### config.mk
export PLATFORM = sky130hd
export DESIGN_NAME = pipeline_stage_buffer
export DESIGN_NICKNAME = d
export VERILOG_FILES = /design/src/rtl/pipeline_stage_buffer_pkg.sv /design/src/rtl/pipeline_ptr_counter.sv /design/src/rtl/pipeline_stage_buffer.sv
export SDC_FILE = /design/constraint.sdc
export NUM_CORES = 1
export LEC_CHECK = 0
export BUFFER_PORTS_ARGS = -buffer_cell sky130_fd_sc_hd__buf_2
export CELL_PAD_IN_SITES_DETAIL_PLACEMENT = 1
export CELL_PAD_IN_SITES_GLOBAL_PLACEMENT = 1
export CORE_MARGIN = 10
export CORE_UTILIZATION = 42
export DETAILED_ROUTE_END_ITERATION = 16
export PLACE_DENSITY_LB_ADDON = 0.05
export SLEW_MARGIN = 20
export SYNTH_ARGS = -nofsm -noshare
export SYNTH_HDL_FRONTEND = slang
export SYNTH_SLANG_ARGS = --single-unit
### constraint.sdc
create_clock -name clk -period 5.1 [get_ports clk]
set_clock_uncertainty 0.2 [all_clocks]
set_input_delay 0.765 -clock clk [delete_from_list [all_inputs] [get_ports clk]]
set_output_delay 0.765 -clock clk [all_outputs]
set_load 0.02 [all_outputs]
### src/rtl/pipeline_stage_buffer_pkg.sv
// Shared pipeline definitions: packed stage bundles, their widths and field
// offsets, plus a sizing helper for the stage buffer.
//   Bundles : if_id_t, id_ex_t, ex_mem_t, mem_wb_t
//   Widths  : IF_ID_W, ID_EX_W, EX_MEM_W, MEM_WB_W (use as buffer WIDTH)
//   Offsets : <BUNDLE>_<FIELD>_LSB, bit position of each field in the bundle
package pipeline_stage_buffer_pkg;

    localparam int unsigned XLEN    = 32;
    localparam int unsigned REG_AW  = 5;
    localparam int unsigned ALUOP_W = 4;

    typedef struct packed {
        logic [XLEN-1:0] pc;
        logic [XLEN-1:0] instr;
    } if_id_t;

    typedef struct packed {
        logic [XLEN-1:0]    pc;
        logic [XLEN-1:0]    rs1_val;
        logic [XLEN-1:0]    rs2_val;
        logic [XLEN-1:0]    imm;
        logic [REG_AW-1:0]  rd;
        logic [ALUOP_W-1:0] alu_op;
        logic               mem_rd;
        logic               mem_wr;
        logic               reg_wr;
    } id_ex_t;

    typedef struct packed {
        logic [XLEN-1:0]   alu_res;
        logic [XLEN-1:0]   rs2_val;
        logic [REG_AW-1:0] rd;
        logic              mem_rd;
        logic              mem_wr;
        logic              reg_wr;
    } ex_mem_t;

    typedef struct packed {
        logic [XLEN-1:0]   wb_data;
        logic [REG_AW-1:0] rd;
        logic              reg_wr;
    } mem_wb_t;

    localparam int unsigned IF_ID_W  = $bits(if_id_t);
    localparam int unsigned ID_EX_W  = $bits(id_ex_t);
    localparam int unsigned EX_MEM_W = $bits(ex_mem_t);
    localparam int unsigned MEM_WB_W = $bits(mem_wb_t);

    // Field offsets: packed structs place the last member at bit 0.
    localparam int unsigned IF_ID_INSTR_LSB = 0;
    localparam int unsigned IF_ID_PC_LSB    = IF_ID_INSTR_LSB + XLEN;

    localparam int unsigned ID_EX_REG_WR_LSB  = 0;
    localparam int unsigned ID_EX_MEM_WR_LSB  = ID_EX_REG_WR_LSB + 1;
    localparam int unsigned ID_EX_MEM_RD_LSB  = ID_EX_MEM_WR_LSB + 1;
    localparam int unsigned ID_EX_ALU_OP_LSB  = ID_EX_MEM_RD_LSB + 1;
    localparam int unsigned ID_EX_RD_LSB      = ID_EX_ALU_OP_LSB + ALUOP_W;
    localparam int unsigned ID_EX_IMM_LSB     = ID_EX_RD_LSB + REG_AW;
    localparam int unsigned ID_EX_RS2_LSB     = ID_EX_IMM_LSB + XLEN;
    localparam int unsigned ID_EX_RS1_LSB     = ID_EX_RS2_LSB + XLEN;
    localparam int unsigned ID_EX_PC_LSB      = ID_EX_RS1_LSB + XLEN;

    localparam int unsigned EX_MEM_REG_WR_LSB  = 0;
    localparam int unsigned EX_MEM_MEM_WR_LSB  = EX_MEM_REG_WR_LSB + 1;
    localparam int unsigned EX_MEM_MEM_RD_LSB  = EX_MEM_MEM_WR_LSB + 1;
    localparam int unsigned EX_MEM_RD_LSB      = EX_MEM_MEM_RD_LSB + 1;
    localparam int unsigned EX_MEM_RS2_LSB     = EX_MEM_RD_LSB + REG_AW;
    localparam int unsigned EX_MEM_ALU_RES_LSB = EX_MEM_RS2_LSB + XLEN;

    localparam int unsigned MEM_WB_REG_WR_LSB = 0;
    localparam int unsigned MEM_WB_RD_LSB     = MEM_WB_REG_WR_LSB + 1;
    localparam int unsigned MEM_WB_DATA_LSB   = MEM_WB_RD_LSB + REG_AW;

    // Pointer width for a DEPTH-entry buffer; a single entry still needs one bit.
    function automatic int unsigned ptr_w(input int unsigned depth);
        return (depth > 1) ? $clog2(depth) : 1;
    endfunction

endpackage

### src/rtl/pipeline_ptr_counter.sv
// Wrapping pointer 0..DEPTH-1 for the stage buffer.
//   clk, rst : clock, asynchronous active-low reset
//   clr      : synchronous return to 0 (has priority over inc)
//   inc      : advance by one, wrapping from DEPTH-1 to 0
//   ptr      : current pointer value (registered)
module pipeline_ptr_counter #(
    parameter int unsigned DEPTH = 2,
    parameter int unsigned PW    = 1
) (
    input  logic          clk,
    input  logic          rst,
    input  logic          clr,
    input  logic          inc,
    output logic [PW-1:0] ptr
);

    logic [PW-1:0] r_ptr;
    logic          w_last;

    // Explicit compare so non-power-of-2 depths wrap at DEPTH-1.
    assign w_last = (r_ptr == PW'(DEPTH - 1));

    always_ff @(posedge clk or negedge rst) begin
        if (!rst) begin
            r_ptr <= '0;
        end else if (clr) begin
            r_ptr <= '0;
        end else if (inc) begin
            r_ptr <= w_last ? '0 : r_ptr + PW'(1);
        end
    end

    assign ptr = r_ptr;

endmodule

### src/rtl/pipeline_stage_buffer.sv
// DEPTH-entry elastic buffer between two pipeline stages with valid/ready on
// both sides, freeze (stall) and flush (squash).
//   clk, rst            : clock, asynchronous active-low reset
//   freeze              : hold all state, block both handshakes
//   flush               : synchronous discard of all entries (highest priority)
//   in_valid/in_ready   : upstream handshake, in_data payload
//   out_valid/out_ready : downstream handshake, out_data head or FLUSH_VALUE
//   count               : occupancy 0..DEPTH
module pipeline_stage_buffer
    import pipeline_stage_buffer_pkg::*;
#(
    parameter  int unsigned      WIDTH       = 32,
    parameter  int unsigned      DEPTH       = 2,
    parameter  logic [WIDTH-1:0] FLUSH_VALUE = '0,
    localparam int unsigned      CW          = $clog2(DEPTH + 1)
) (
    input  logic             clk,
    input  logic             rst,
    input  logic             freeze,
    input  logic             flush,
    input  logic             in_valid,
    output logic             in_ready,
    input  logic [WIDTH-1:0] in_data,
    output logic             out_valid,
    input  logic             out_ready,
    output logic [WIDTH-1:0] out_data,
    output logic [CW-1:0]    count
);

    localparam int unsigned PW = ptr_w(DEPTH);

    logic [WIDTH-1:0] r_mem [0:DEPTH-1];
    logic [CW-1:0]    r_count;
    logic [PW-1:0]    w_wptr;
    logic [PW-1:0]    w_rptr;
    logic             w_not_full;
    logic             w_not_empty;
    logic             w_push;
    logic             w_pop;
    logic             w_adv_w;
    logic             w_adv_r;

    assign w_not_full  = (r_count < CW'(DEPTH));
    assign w_not_empty = (r_count != '0);

    // Handshakes depend only on local state, so no ready->ready path exists.
    assign in_ready  = !freeze && w_not_full;
    assign out_valid = !freeze && w_not_empty;

    assign w_push = in_valid && in_ready;
    assign w_pop  = out_valid && out_ready;

    // Flush squashes any transfer offered in the same cycle.
    assign w_adv_w = w_push && !flush;
    assign w_adv_r = w_pop && !flush;

    pipeline_ptr_counter #(
        .DEPTH (DEPTH),
        .PW    (PW)
    ) u_wptr (
        .clk (clk),
        .rst (rst),
        .clr (flush),
        .inc (w_adv_w),
        .ptr (w_wptr)
    );

    pipeline_ptr_counter #(
        .DEPTH (DEPTH),
        .PW    (PW)
    ) u_rptr (
        .clk (clk),
        .rst (rst),
        .clr (flush),
        .inc (w_adv_r),
        .ptr (w_rptr)
    );

    // Occupancy; simultaneous push and pop leave it unchanged.
    always_ff @(posedge clk or negedge rst) begin
        if (!rst) begin
            r_count <= '0;
        end else if (flush) begin
            r_count <= '0;
        end else if (w_push && !w_pop) begin
            r_count <= r_count + CW'(1);
        end else if (w_pop && !w_push) begin
            r_count <= r_count - CW'(1);
        end
    end

    // Storage is never cleared; the empty mask below hides stale entries.
    always_ff @(posedge clk) begin
        if (w_adv_w) begin
            r_mem[w_wptr] <= in_data;
        end
    end

    assign out_data = w_not_empty ? r_mem[w_rptr] : FLUSH_VALUE;
    assign count    = r_count;

endmodule

* Word-level counts from Yosys, hierarchy flattened
Memories as Yosys holds them, arrays and structs flattened. Index checks and enable logic that the tools add are counted.
Word-level totals: bits in writable memories 64, logic and storage cells 37, memories 1, output and inout port bits 36, flip-flop bits (word level) 4, bits of input ports 38
Operators by class: muxes and demuxes 12, order comparisons 1, $add $sub $neg 4, reduce and logical (&&, ||, !) cells 16
Memories:
- r_mem | depth 2, width 32, read ports 1, clocked after Yosys merged registers in 0, wr ports 1, line pipeline_stage_buffer.sv:32 | logic [WIDTH-1:0] r_mem [0:DEPTH-1];
Operators by type and width (number):
- two-way mux 32 bit | 1
- logical AND 1 bit | 8
- two-way mux 1 bit | 8
- two-way mux 2 bit | 3
- nonzero test 2 bit | 3
- zero test 1 bit | 4
- nonzero test 3 bit | 1
- adder 1 bit (second input constant) | 2
- adder 2 x 1 -> 2 bit (second input constant) | 1
- < comparator 2 bit (second input constant) | 1
- subtractor 2 x 1 -> 2 bit (second input constant) | 1

* Depth between registers and ports, before layout
Gate-level depths: netlist (run 1).
depth in word-level cells 8, gate-level depth with buffers 4, depth with buffers taken out 3

* By module
Synthesis (run 1) repeated with hierarchy kept, for this count alone.
Unflattened totals: cells, all modules 160, area, all modules 2643.8 um^2
By module, submodules not included:
- pipeline_stage_buffer | cells each 154, sequential area each 1971.9 um^2, instances 1, area an instance 2568.7 um^2
- pipeline_ptr_counter | cells each 3, sequential area each 25.0 um^2, instances 2, area an instance 37.5 um^2

* Worst setup path after synthesis (run 1)
OpenSTA, ideal clock, no wires.
path type input to register, start in in_valid, end mem r_mem[1][0], enable pin, setup time 514 ps, arrival time 4226 ps, path buffers 0, cell stages on the path 2, data required time 4386 ps, slack 160 ps, path through nand2b_4 > nor4b_1
Between the ends: cells in the longest elaborated chain, start to end 4
Ends and longest elaborated chain:
- from (decl) | line pipeline_stage_buffer.sv:21 | input logic in_valid,
- logical AND 1 bit | line pipeline_stage_buffer.sv:50 | assign w_push = in_valid && in_ready;
- logical AND 1 bit | line pipeline_stage_buffer.sv:54 | assign w_adv_w = w_push && !flush;
- two-way mux 1 bit | line pipeline_stage_buffer.sv:94 | if (w_adv_w) begin
- two-way mux 1 bit (not written as such) | line pipeline_stage_buffer.sv:95 | r_mem[w_wptr] <= in_data;
- to (decl) | line pipeline_stage_buffer.sv:32
No other way between the ends.

* Final worst setup path (run 1)
start reg u_rptr.r_ptr, in the netlist u_rptr.ptr, end out out_data[23]
Between the ends: cells in the longest elaborated chain, start to end 2
Ends and longest elaborated chain:
- from (decl) | line pipeline_ptr_counter.sv:17 | logic [PW-1:0] r_ptr;
- from (signal assigned) | line pipeline_ptr_counter.sv:29 | r_ptr <= w_last ? '0 : r_ptr + PW'(1);
- memory read (2 x 32 bit)
- two-way mux 32 bit | line pipeline_stage_buffer.sv:99 | assign out_data = w_not_empty ? r_mem[w_rptr] : FLUSH_VALUE;
- to (decl) | line pipeline_stage_buffer.sv:26 | output logic [WIDTH-1:0] out_data,
No other way between the ends.

==> results.md, run 1 <==
* Routed via count divided by cell count at between 4 and 5
* Switching power summed over all nets at 263 uW
* Total global routing track utilization at 11.4%
* Clock tree root buffer cell: sky130_fd_sc_hd__clkbuf_8
* # fillers at 621
* Compound-gate portion of the synthesized area at 2.17%
* Reported max-cap violation count at 0
* Number of rows in the core area at 28
* Post-Syn Area at 0.00265 mm^2
* Synth top cells by count: sky130_fd_sc_hd__edfxtp_1, sky130_fd_sc_hd__nor2_1, sky130_fd_sc_hd__mux2i_1
* Total half-perimeter wirelength after legalization and detailed placement at 4120 um
* Critical path class: register to output pin
* Multiplexer share of the synthesized area at 12.5%
* Synthesized Nets at 199
* Cell leakage power at 0.00126 uW
* Count of flip-flops with a built-in enable after synthesis at 64
* Total of cells resized after clock tree synthesis at 0
* Top area cells in the synthesized netlist: sky130_fd_sc_hd__edfxtp_1, sky130_fd_sc_hd__mux2i_1, sky130_fd_sc_hd__nor2_1
* Overall power consumption at 1200 uW
* Met1 Resource Use GR at 11.5%
* Insertion delay to the later sink of the worst-skew pair at 0.32 ns
* Critical path arrival at between 1.5 and 2 ns
* Total number of clock tree sinks at 68
* Detailed-route wire length at 5790 um
* Total Die Area at 0.00988 mm^2
* Critical path startpoint: u_rptr.ptr
* Simple logic cell fraction of the synthesized area at 6.52%
* Source of the worst register-to-register timing path: count[1]
* Share of total power in sequential cells at 52.8%
* Most frequent cell after synthesis: sky130_fd_sc_hd__edfxtp_1
* 1st-iter DRT viols at 73
* Antenna viol nets, final at 0
* CTS tree: done
* Number of buffers between clock root and the deepest sink at 2
* Final GP Congestion at a little over 0.7
* Area grow syn2layout at 25.4%
* Pin count of the biggest net entering global routing at 35
* Syn. warnings at 0
* Switch share at 22.0%
* Pwr/cell area at roughly 360 mW/mm^2
* Actual transition at the worst max-transition pin at 0.996 ns
* PortBufs at 73
* Count of endpoints failing setup in the final report at 0
* Category of the worst setup path launch point: register
* IR Drop Worst-Case VDD at 0.000212 V
* Detailed-route wire length per cell at 18.0 um
* Grt met3 use at 4.50%
* Share of layout cells above drive strength 1 at 39.0%
* Slew Viols, Final at 0
* Number of instances in the synthesized netlist at 161
* Average cell area after synthesis at 16.4 um^2
* Unrepaired setup endpoints after global routing: false
* Post-route setup TNS at 0 ns
* Final Util at 55.1%
* Vias at 1593
* Synth Register Bits at slightly below 70
* Total setup buffers inserted after CTS at 0
* Number of nets at the end of the flow at 279
* XOR/XNOR share of the synthesized area at 0.331%
* Critical path peak fanout at 34
* Multi-input combinational cell area at 586 um^2
* Count of cell types in the netlist at 19
* Detailed-routing iteration count for the pre-antenna-repair pass at 4
* Initial antenna violation count at 0
* Clock network fraction of total power at roughly two fifths
* Share of the synthesized area in the top cell type at 72.6%
* Antenna diode instance count at 0
* Starting Density at 43.9%
* Clock slew seen by the registers of the worst setup and hold paths at 0.07 ns
* Flip-flop cell with the highest count after synthesis: sky130_fd_sc_hd__edfxtp_1
* Share of power burned in combinational logic at 7.5%
* Die Y at a little under 100 um
* Number of global-route vias before repair at 1785
* Residual DRC count at 0
* Dominant combinational cell family by area after synthesis: multiplexers
* Fmax at 344 MHz
* Sequential cell area at 0.00202 mm^2
* Layer with the highest usage after global routing: met2
* Status: complete, no violations
* Async set or reset register ratio after synthesis at 5.88%
* Number of hold buffers added after CTS at 0
* Sum of overflow across all layers after global routing at 0
* Fraction of the mapped netlist area in adder cells at 0%
* Normalized max-slew margin at about 34%
* Sequential-to-total area share from yosys stat at about 76%
* Wire length of the first global-routing pass at 8920 um
* Final clock period utilization by the worst path at 57.0%
* Hold crit path type: primary input to asynchronous set/reset pin
* M2 GR Usage at 20.7%
* Total core area at roughly 0.006 mm^2
* Horizontal extent of the die at between 90 and 100 um
* Count of final hold-check violations at 0
* Fin crit period at 2.90 ns
* Cell type with the highest aggregate area in the netlist: sky130_fd_sc_hd__edfxtp_1
* Total CTS buffers at 9
* Required time of the critical path at 4.14 ns
* # IOs at 74
* Htree depth at 3
* Internal Pwr Total at a little over 900 uW
* Worst setup EP type: output pin
[worst max-delay path, cell delays in order (launching register included)]
cell                      delay [ns]
sky130_fd_sc_hd__dfrtp_2        1.02
sky130_fd_sc_hd__mux2i_1        0.30
sky130_fd_sc_hd__nor2_1         0.07
sky130_fd_sc_hd__buf_2          0.19
[logic make-up (layout without fill, tap and decap cells)]
| group | after synthesis | after routing |
|---|---|---|
| flip-flops | 68 | 68 |
| AND/OR/NAND/NOR | 40 | 40 |
| multiplexers | 33 | 33 |
| buffers and inverters | 10 | 95 |
| AO/OA/AOI/OAI | 9 | 9 |
| XOR/XNOR | 1 | 1 |
[final timing paths]
kind	cells after the start	endpoint	slack (ns)
max in group asynchronous	1	u_rptr.ptr	4.53
max	3	out_data[23]	2.20
min reg2reg	2	u_wptr.ptr	0.42
min in group clk	2	u_wptr.ptr	0.42
min	1	u_wptr.ptr	0.04
max reg2reg	3	r_mem[1][8]	3.19
[layout make-up]
type,count,area share [%]
flip-flops and latches,68,61.0
multi-input cells,83,17.6
well taps,75,2.83
clock inverters,6,2.68
repair buffers,76,11.7
inverters,3,0.339
clock buffers,10,3.85
[layer usage]
layer	share of wire [%]	wire, um
met5	0	0
met4	0.74	43
met3	6.7	386
met2	55	3180
met1	38	2190
[placed cells by master (no fill, tap or decap), types with 2 or more instances in the layout]
master                       count
sky130_fd_sc_hd__edfxtp_1       64
sky130_fd_sc_hd__bufinv_16       2
sky130_fd_sc_hd__a21oi_1         3
sky130_fd_sc_hd__dfrtp_1         3
sky130_fd_sc_hd__inv_1           3
sky130_fd_sc_hd__clkinvlp_4      2
sky130_fd_sc_hd__mux2i_1        32
sky130_fd_sc_hd__nor2_1         34
sky130_fd_sc_hd__or3_1           2
sky130_fd_sc_hd__o21ai_0         2
sky130_fd_sc_hd__buf_4           3
sky130_fd_sc_hd__buf_2          73
sky130_fd_sc_hd__clkbuf_8        9
[sequential cells by signal, summed over array words and instances (netlist names)]
signal	flops
count	2
u_wptr.ptr	1
u_rptr.ptr	1
r_mem	64
[metrics by stage]
stage	worst slack (ns)	hold slack (ns)	std cells	instance area [um^2]
after floorplan	0.160	0.269	161	2650
after global placement	2.57	0.361	305	3100
after detailed placement	2.51	0.382	305	3100
after CTS	2.11	0.0249	321	3320
after global routing	2.06	0.0276	321	3320
final	2.20	0.0375	321	3320
[power groups by stage]
stage / registers, uW / logic [uW] / clock network (uW)
after CTS: 632 / 92.1 / 488
after floorplan: 640 / 51.5 / 0
after global placement: 643 / 87.6 / 0
after global routing: 633 / 98.4 / 509
final: 632 / 89.5 / 475
after detailed placement: 645 / 91.6 / 0
Power figures use the tool's default switching activity.
==> run 2, diff against run 1 <==
- clock period: 5.1 -> 2.99 ns (I/O delays scaled with it)
==> run 2 against run 1 <==
Via count down 0.88%. First-iteration DRC count decreased by 32%. Sequential power up 71%.
==> results.md, run 2 (synthesized netlist as in run 1, its figures left out) <==
* Status: complete, no violations (unchanged)
* Fin crit period at 2.56 ns
* Hold crit path type: primary input to register (was primary input to asynchronous set/reset pin)
* Area after DPL at 0.00313 mm^2 (was 0.00310 mm^2)
* Starting Density at 43.9% (unchanged)
* Share of power burned in combinational logic at 7.5% (about the same)
* Detailed-route wire length at 5920 um (was 5790 um)
* Unrepaired setup endpoints after global routing: false (unchanged)
* Post-Route Hold Slack at 0.101 ns (was 0.0375 ns)
* Detailed-route wire length per cell at 18.3 um (was 18.0 um)
* Launch instance of the worst min-delay path: in_data[0]
* Worst setup EP type: output pin (unchanged)
* Number of global-route vias before repair at 1853 (was 1785)
* Source of the worst register-to-register timing path: count[1] (unchanged)
* Final clock period utilization by the worst path at 85.5%
* Insertion delay to the later sink of the worst-skew pair at 0.33 ns (was 0.32 ns)
* Placed insts at 306 (was 305)
* IR Drop Worst-Case VDD at 0.000373 V (was 0.000212 V)
* Slew Viols, Final at 0 (unchanged)
* Top library cells by usage in the layout, fill and taps aside: sky130_fd_sc_hd__buf_2, sky130_fd_sc_hd__edfxtp_1, sky130_fd_sc_hd__nor2_1, sky130_fd_sc_hd__mux2i_1, sky130_fd_sc_hd__clkbuf_8 (unchanged)
* Largest stage delay on the critical path at 1.02 ns (about the same)
* Count of endpoints failing setup in the final report at 0 (unchanged)
* Critical path class: register to output pin (unchanged)
* Number of stages on the worst hold path at 1
* Horizontal extent of the die at 99.4 um (unchanged)
* # fillers at 616 (was 621)
* Cell leakage power at 0.00129 uW (was 0.00126 uW)
* Share of total power in sequential cells at 51.1% (was 52.8%)
* Switch share at 20.7% (was 22.0%)
* Count of final hold-check violations at 0 (unchanged)
* Critical path cell sequence: mux2i_1, nor2_1, buf_2 (unchanged)
* Routed via count divided by cell count at 4.89 (was 4.96)
* Antenna viol nets, final at 0 (unchanged)
* Category of the worst setup path launch point: register (unchanged)
* Clock network fraction of total power at 41.5% (was 39.7%)
* Clock slew seen by the registers of the worst setup and hold paths at 0.07 ns (about the same)
* Total CTS buffers at 9 (unchanged)
* Post-route setup TNS at 0 ns (unchanged)
* Post-Layout Inst Area at 0.00337 mm^2 (was 0.00332 mm^2)
* Share of layout cells above drive strength 1 at 38.7% (was 39.0%)
* Internal Pwr Total at 1680 uW (was 933 uW)
* Pin count of the biggest net entering global routing at 35 (unchanged)
* Detailed-routing iteration count for the pre-antenna-repair pass at 4 (unchanged)
* Switching power summed over all nets at 437 uW (was 263 uW)
* Bufs and invs on worst path at 1 (unchanged)
* Dominant delay contributor by cell family on the critical path: flip-flops (unchanged)
* Number of buffers between clock root and the deepest sink at 2 (unchanged)
* Antenna diode instance count at 0 (unchanged)
* Area grow syn2layout at 27.3% (was 25.4%)
* Cell depth of the worst flop-to-flop path at 3 (unchanged)
* Crit Reg-Reg Endpoint: r_mem[1][17] (was r_mem[1][8])
* Total number of clock tree sinks at 68 (unchanged)
* Htree depth at 3 (unchanged)
* Number of rows in the core area at 28 (unchanged)
* Pwr/cell area at 628 mW/mm^2 (was 361 mW/mm^2)
* # IOs at 74 (unchanged)
* Sum of overflow across all layers after global routing at 0 (unchanged)
* Reported max-cap violation count at 0 (unchanged)
* Final GP Congestion at 0.734 (was 0.704)
* Reg-to-reg setup timing slack at 1.04 ns (was 3.19 ns)
* Post-Place Setup Slack at 0.797 ns (was 2.51 ns)
* Total setup buffers inserted after CTS at 0 (unchanged)
* Critical path arrival at 1.91 ns (was 1.94 ns)
* CTS tree: done (unchanged)
* Die Y at 99.4 um (unchanged)
* Critical path startpoint: u_rptr.ptr (unchanged)
* Wire length of the first global-routing pass at 9510 um (was 8920 um)
* Cell type of the slowest stage on the worst timing path: sky130_fd_sc_hd__dfrtp_2 (unchanged)
* Max FFs per register at 64 (unchanged)
* Total half-perimeter wirelength after legalization and detailed placement at 4060 um (was 4120 um)
* 1st-iter DRT viols at 50 (was 73)
* Worst Setup Slack, final at 0.434 ns (was 2.20 ns)
* Register with the most flip-flops: r_mem (unchanged)
* Total core area at 0.00603 mm^2 (unchanged)
* Number of nets at the end of the flow at 281 (was 279)
* Worst min-delay path endpoint: r_mem[0][0]
* Vias at 1579 (was 1593)
* Required time of the critical path at 2.34 ns (was 4.14 ns)
* PortBufs at 73 (unchanged)
* Initial antenna violation count at 0 (unchanged)
* Critical path peak fanout at 34 (unchanged)
* Clock tree root buffer cell: sky130_fd_sc_hd__clkbuf_8 (unchanged)
* Actual transition at the worst max-transition pin at 0.981 ns (was 0.996 ns)
* Residual DRC count at 0 (unchanged)
* Total global routing track utilization at 12.4% (was 11.4%)
* Total Die Area at 0.00988 mm^2 (unchanged)
* Final non-filler cell total at 323 (was 321)
* Normalized max-slew margin at 34.6% (was 33.6%)
* Most common library cell in the layout ignoring fill and taps: sky130_fd_sc_hd__buf_2 (unchanged)
* Fmax at 391 MHz
## run 2: worst register-to-register path: stages (launching register included)
cell and delay (ns):
sky130_fd_sc_hd__dfrtp_1 0.47, sky130_fd_sc_hd__nand2b_4 0.22, sky130_fd_sc_hd__nor4b_4 0.25, sky130_fd_sc_hd__buf_4 0.43
## run 2: area by class of cell
type	count	area, um^2	area share (%)
clock buffers	11	131	3.90
clock inverters	5	100	2.97
inverters	3	11.3	0.334
multi-input cells	83	603	17.9
flip-flops and latches	68	2020	60.1
well taps	75	93.8	2.79
repair buffers	78	405	12.0
## run 2: how the worst max path moves through the flow
| stage | to | cells after the start |
|---|---|---|
| final | out_data[22] | 3 |
| after global routing | out_data[22] | 3 |
| after CTS | out_data[22] | 3 |
| after detailed placement | out_data[22] | 3 |
| after global placement | out_data[22] | 3 |
| after floorplan | r_mem[1][0] | 2 |
## run 2: power groups by stage
stage | Sequential [uW] | Clock (uW) | Combinational (uW)
global route | 1080 | 936 | 174
global placement | 1100 | 0 | 154
floorplan | 1090 | 0 | 90.1
CTS | 1080 | 897 | 162
detailed placement | 1100 | 0 | 160
finish | 1080 | 877 | 158
## run 2: per-layer routing
metal,track usage (%),routed length (um),vias to the layer above,part of all wire (%)
met3,6.16,408,8,6.9
met5,0,0,-,0
met2,21.4,3100,48,52
met1,12.6,2360,762,40
li1,-,-,761,-
met4,4.63,58,0,0.98
## run 2: per-stage QoR
stage | util, % | power, uW
after floorplan | - | 1180
after global placement | 51.9 | 1250
final | 55.9 | 2110
after detailed placement | 51.9 | 1260
after CTS | 55.9 | 2140
after global routing | 55.9 | 2190
## run 2: repair_timing
| action | in CTS | in global routing |
|---|---|---|
| hold buffers | 1 | 0 |
| endpoints found under the setup margin | 0 | 0 |
| hold endpoints to repair | 4 | 0 |
| resized for setup | 0 | 0 |
==> run 3, diff against run 2 <==
- CELL_PAD_IN_SITES_GLOBAL_PLACEMENT: 1 -> 2
- CORE_UTILIZATION: 42 -> 35
==> run 3 against run 2 <==
Clock-buffer cell count is 2 lower. Sequential cell count stayed put. Cell count is 8.0% higher. Largest cell class unchanged. Sequential share of layout area is 0.92 points lower.
==> results.md, run 3 (synthesized netlist as in run 1, its figures left out) <==
* Largest stage delay on the critical path at 0.68 ns (was 1.02 ns)
* PortBufs at 73 (unchanged)
* # fillers at 789 (was 616)
* Clock tree root buffer cell: sky130_fd_sc_hd__clkbuf_8 (unchanged)
* Final clock period utilization by the worst path at 81.5% (was 85.5%)
* 1st-iter DRT viols at 61 (was 50)
* Number of hold buffers added after CTS at 1 (unchanged)
* Met1 Resource Use GR at 11.4% (was 12.6%)
* Cell type of the slowest stage on the worst timing path: sky130_fd_sc_hd__dfrtp_2 (unchanged)
* Post-Layout Inst Area at 0.00342 mm^2 (was 0.00337 mm^2)
* Count of final hold-check violations at 0 (unchanged)
* Share of layout cells above drive strength 1 at 39.6% (was 38.7%)
* Fmax at 410 MHz (was 391 MHz)
* Critical path peak fanout at 18 (was 34)
* Max FFs per register at 64 (unchanged)
* Post-Place Setup Slack at 0.884 ns (was 0.797 ns)
* # IOs at 74 (unchanged)
* Total number of clock tree sinks at 68 (unchanged)
* Starting Density at 36.3% (was 43.9%)
* Detailed-route wire length per cell at 17.4 um (was 18.3 um)
* Area grow syn2layout at 29.3% (was 27.3%)
* Overall power consumption at 2130 uW (was 2110 uW)
* Worst Setup Slack, final at 0.552 ns (was 0.434 ns)
* Critical path class: register to output pin (unchanged)
* Category of the worst setup path launch point: register (unchanged)
* CTS tree: done (unchanged)
* Critical path arrival at 1.79 ns (was 1.91 ns)
* Critical path cell sequence: buf_4, mux2i_1, nor2_1, buf_2 (was mux2i_1, nor2_1, buf_2)
* Pin count of the biggest net entering global routing at 33 (was 35)
* Antenna diode instance count at 0 (unchanged)
* Area after DPL at 0.00317 mm^2 (was 0.00313 mm^2)
* Total half-perimeter wirelength after legalization and detailed placement at 4210 um (was 4060 um)
* Antenna viol nets, final at 0 (unchanged)
* Required time of the critical path at 2.34 ns (about the same)
* Wire length of the first global-routing pass at 9640 um (was 9510 um)
* Sum of overflow across all layers after global routing at 0 (unchanged)
* Final GP Congestion at 0.644 (was 0.734)
* Insertion delay to the later sink of the worst-skew pair at 0.33 ns (about the same)
* Grt met3 use at 4.73% (was 6.16%)
* IR Drop Worst-Case VDD at 0.000357 V (was 0.000373 V)
* Die Y at 107 um (was 99.4 um)
* Total Die Area at 0.0114 mm^2 (was 0.00988 mm^2)
* Number of buffers between clock root and the deepest sink at 2 (unchanged)
* Htree depth at 3 (unchanged)
* Unrepaired setup endpoints after global routing: false (unchanged)
* Dominant delay contributor by cell family on the critical path: flip-flops (unchanged)
* Slew Viols, Final at 0 (unchanged)
* Detailed-routing iteration count for the pre-antenna-repair pass at 4 (unchanged)
* Count of endpoints failing setup in the final report at 0 (unchanged)
* Total of cells resized after clock tree synthesis at 0 (unchanged)
* Initial antenna violation count at 0 (unchanged)
* Clock slew seen by the registers of the worst setup and hold paths at 0.07 ns (about the same)
* Most common library cell in the layout ignoring fill and taps: sky130_fd_sc_hd__buf_2 (unchanged)
* Final non-filler cell total at 349 (was 323)
* Status: complete, no violations (unchanged)
* Reported max-cap violation count at 0 (unchanged)
* Post-route setup TNS at 0 ns (unchanged)
* Horizontal extent of the die at 107 um (was 99.4 um)
* Layer with the highest usage after global routing: met2 (unchanged)
* Placed insts at 332 (was 306)
* Number of nets at the end of the flow at 283 (was 281)
* Pwr/cell area at 622 mW/mm^2 (was 628 mW/mm^2)
* Actual transition at the worst max-transition pin at 0.489 ns (was 0.981 ns)
* Register with the most flip-flops: r_mem (unchanged)
* Cell leakage power at 0.00130 uW (was 0.00129 uW)
* Routed via count divided by cell count at 4.60 (was 4.89)
* Number of global-route vias before repair at 1840 (was 1853)
* Total core area at 0.00729 mm^2 (was 0.00603 mm^2)
* Vias at 1604 (was 1579)
* Total CTS buffers at 9 (unchanged)
* Total global routing track utilization at 11.1% (was 12.4%)
* Detailed-route wire length at 6090 um (was 5920 um)
* Normalized max-slew margin at 67.4% (was 34.6%)
* Fin crit period at 2.44 ns (was 2.56 ns)
* Total setup buffers inserted after CTS at 0 (unchanged)
* Number of rows in the core area at 31 (was 28)
* Hold crit path type: primary input to register (unchanged)
* M2 GR Usage at 19.3% (was 21.4%)
* Bufs and invs on worst path at 2 (was 1)
* Residual DRC count at 0 (unchanged)
* Top library cells by usage in the layout, fill and taps aside: sky130_fd_sc_hd__buf_2, sky130_fd_sc_hd__edfxtp_1, sky130_fd_sc_hd__nor2_1, sky130_fd_sc_hd__mux2i_1, sky130_fd_sc_hd__clkbuf_8 (unchanged)
* Worst setup EP type: output pin (unchanged)
run 3: cell types whose count changed in the layout (fill, tap and decap cells not counted):
cell,change
sky130_fd_sc_hd__buf_4,+2
sky130_fd_sc_hd__clkinv_1,+1
sky130_fd_sc_hd__clkbuf_1,-2
sky130_fd_sc_hd__clkinv_4,+1
sky130_fd_sc_hd__clkinvlp_4,+1
sky130_fd_sc_hd__clkinv_2,-1
run 3: final cells by class:
cell class	count	area [um^2]	share of cell area (%)
clock inverters	7	115	3.37
multi-input cells	83	603	17.6
well taps	99	124	3.62
flip-flops and latches	68	2020	59.1
inverters	3	11.3	0.329
repair buffers	80	420	12.3
clock buffers	9	124	3.62
run 3: routing by layer:
metal | vias to the layer above | wire (um)
met3 | 5 | 447
met2 | 45 | 3240
met4 | 0 | 45
met1 | 783 | 2360
met5 | - | 0
li1 | 771 | -
run 3: path summary, 6_finish.rpt:
check / startpoint / end / slack [ns] / depth (start not counted)
hold / removal: in_data[4] / r_mem[1][4] / 0.10 / 1
min in group asynchronous: rst / count[0] / 0.26 / 2
setup / recovery: u_rptr.ptr / out_data[1] / 0.55 / 4
setup reg to reg: count[1] / r_mem[1][26] / 1.06 / 3
max in group asynchronous: rst / u_rptr.ptr / 2.19 / 2
hold reg to reg: u_wptr.ptr / u_wptr.ptr / 0.41 / 2
run 3: metrics by stage:
step / util [%] / hold WS (ns)
finish: 46.9 / 0.100
global route: 46.9 / 0.0736
CTS: 46.9 / 0.0763
detailed placement: 43.5 / 0.0649
global placement: 43.5 / 0.0594
floorplan: - / -0.0471
run 3: report_power, final:
group          total (uW)  internal, uW  switching, uW  leakage (uW)
Clock                 891           551            340      0.000117
Sequential           1070          1060           11.0      0.000634
Combinational         163          62.2            101      0.000545
Total                2130          1680            452       0.00130
run 3: worst reg2reg max path, stage by stage (launching register included):
cell and delay [ns]:
sky130_fd_sc_hd__dfrtp_1 0.46, sky130_fd_sc_hd__nand2b_4 0.21, sky130_fd_sc_hd__nor4b_4 0.25, sky130_fd_sc_hd__buf_4 0.44
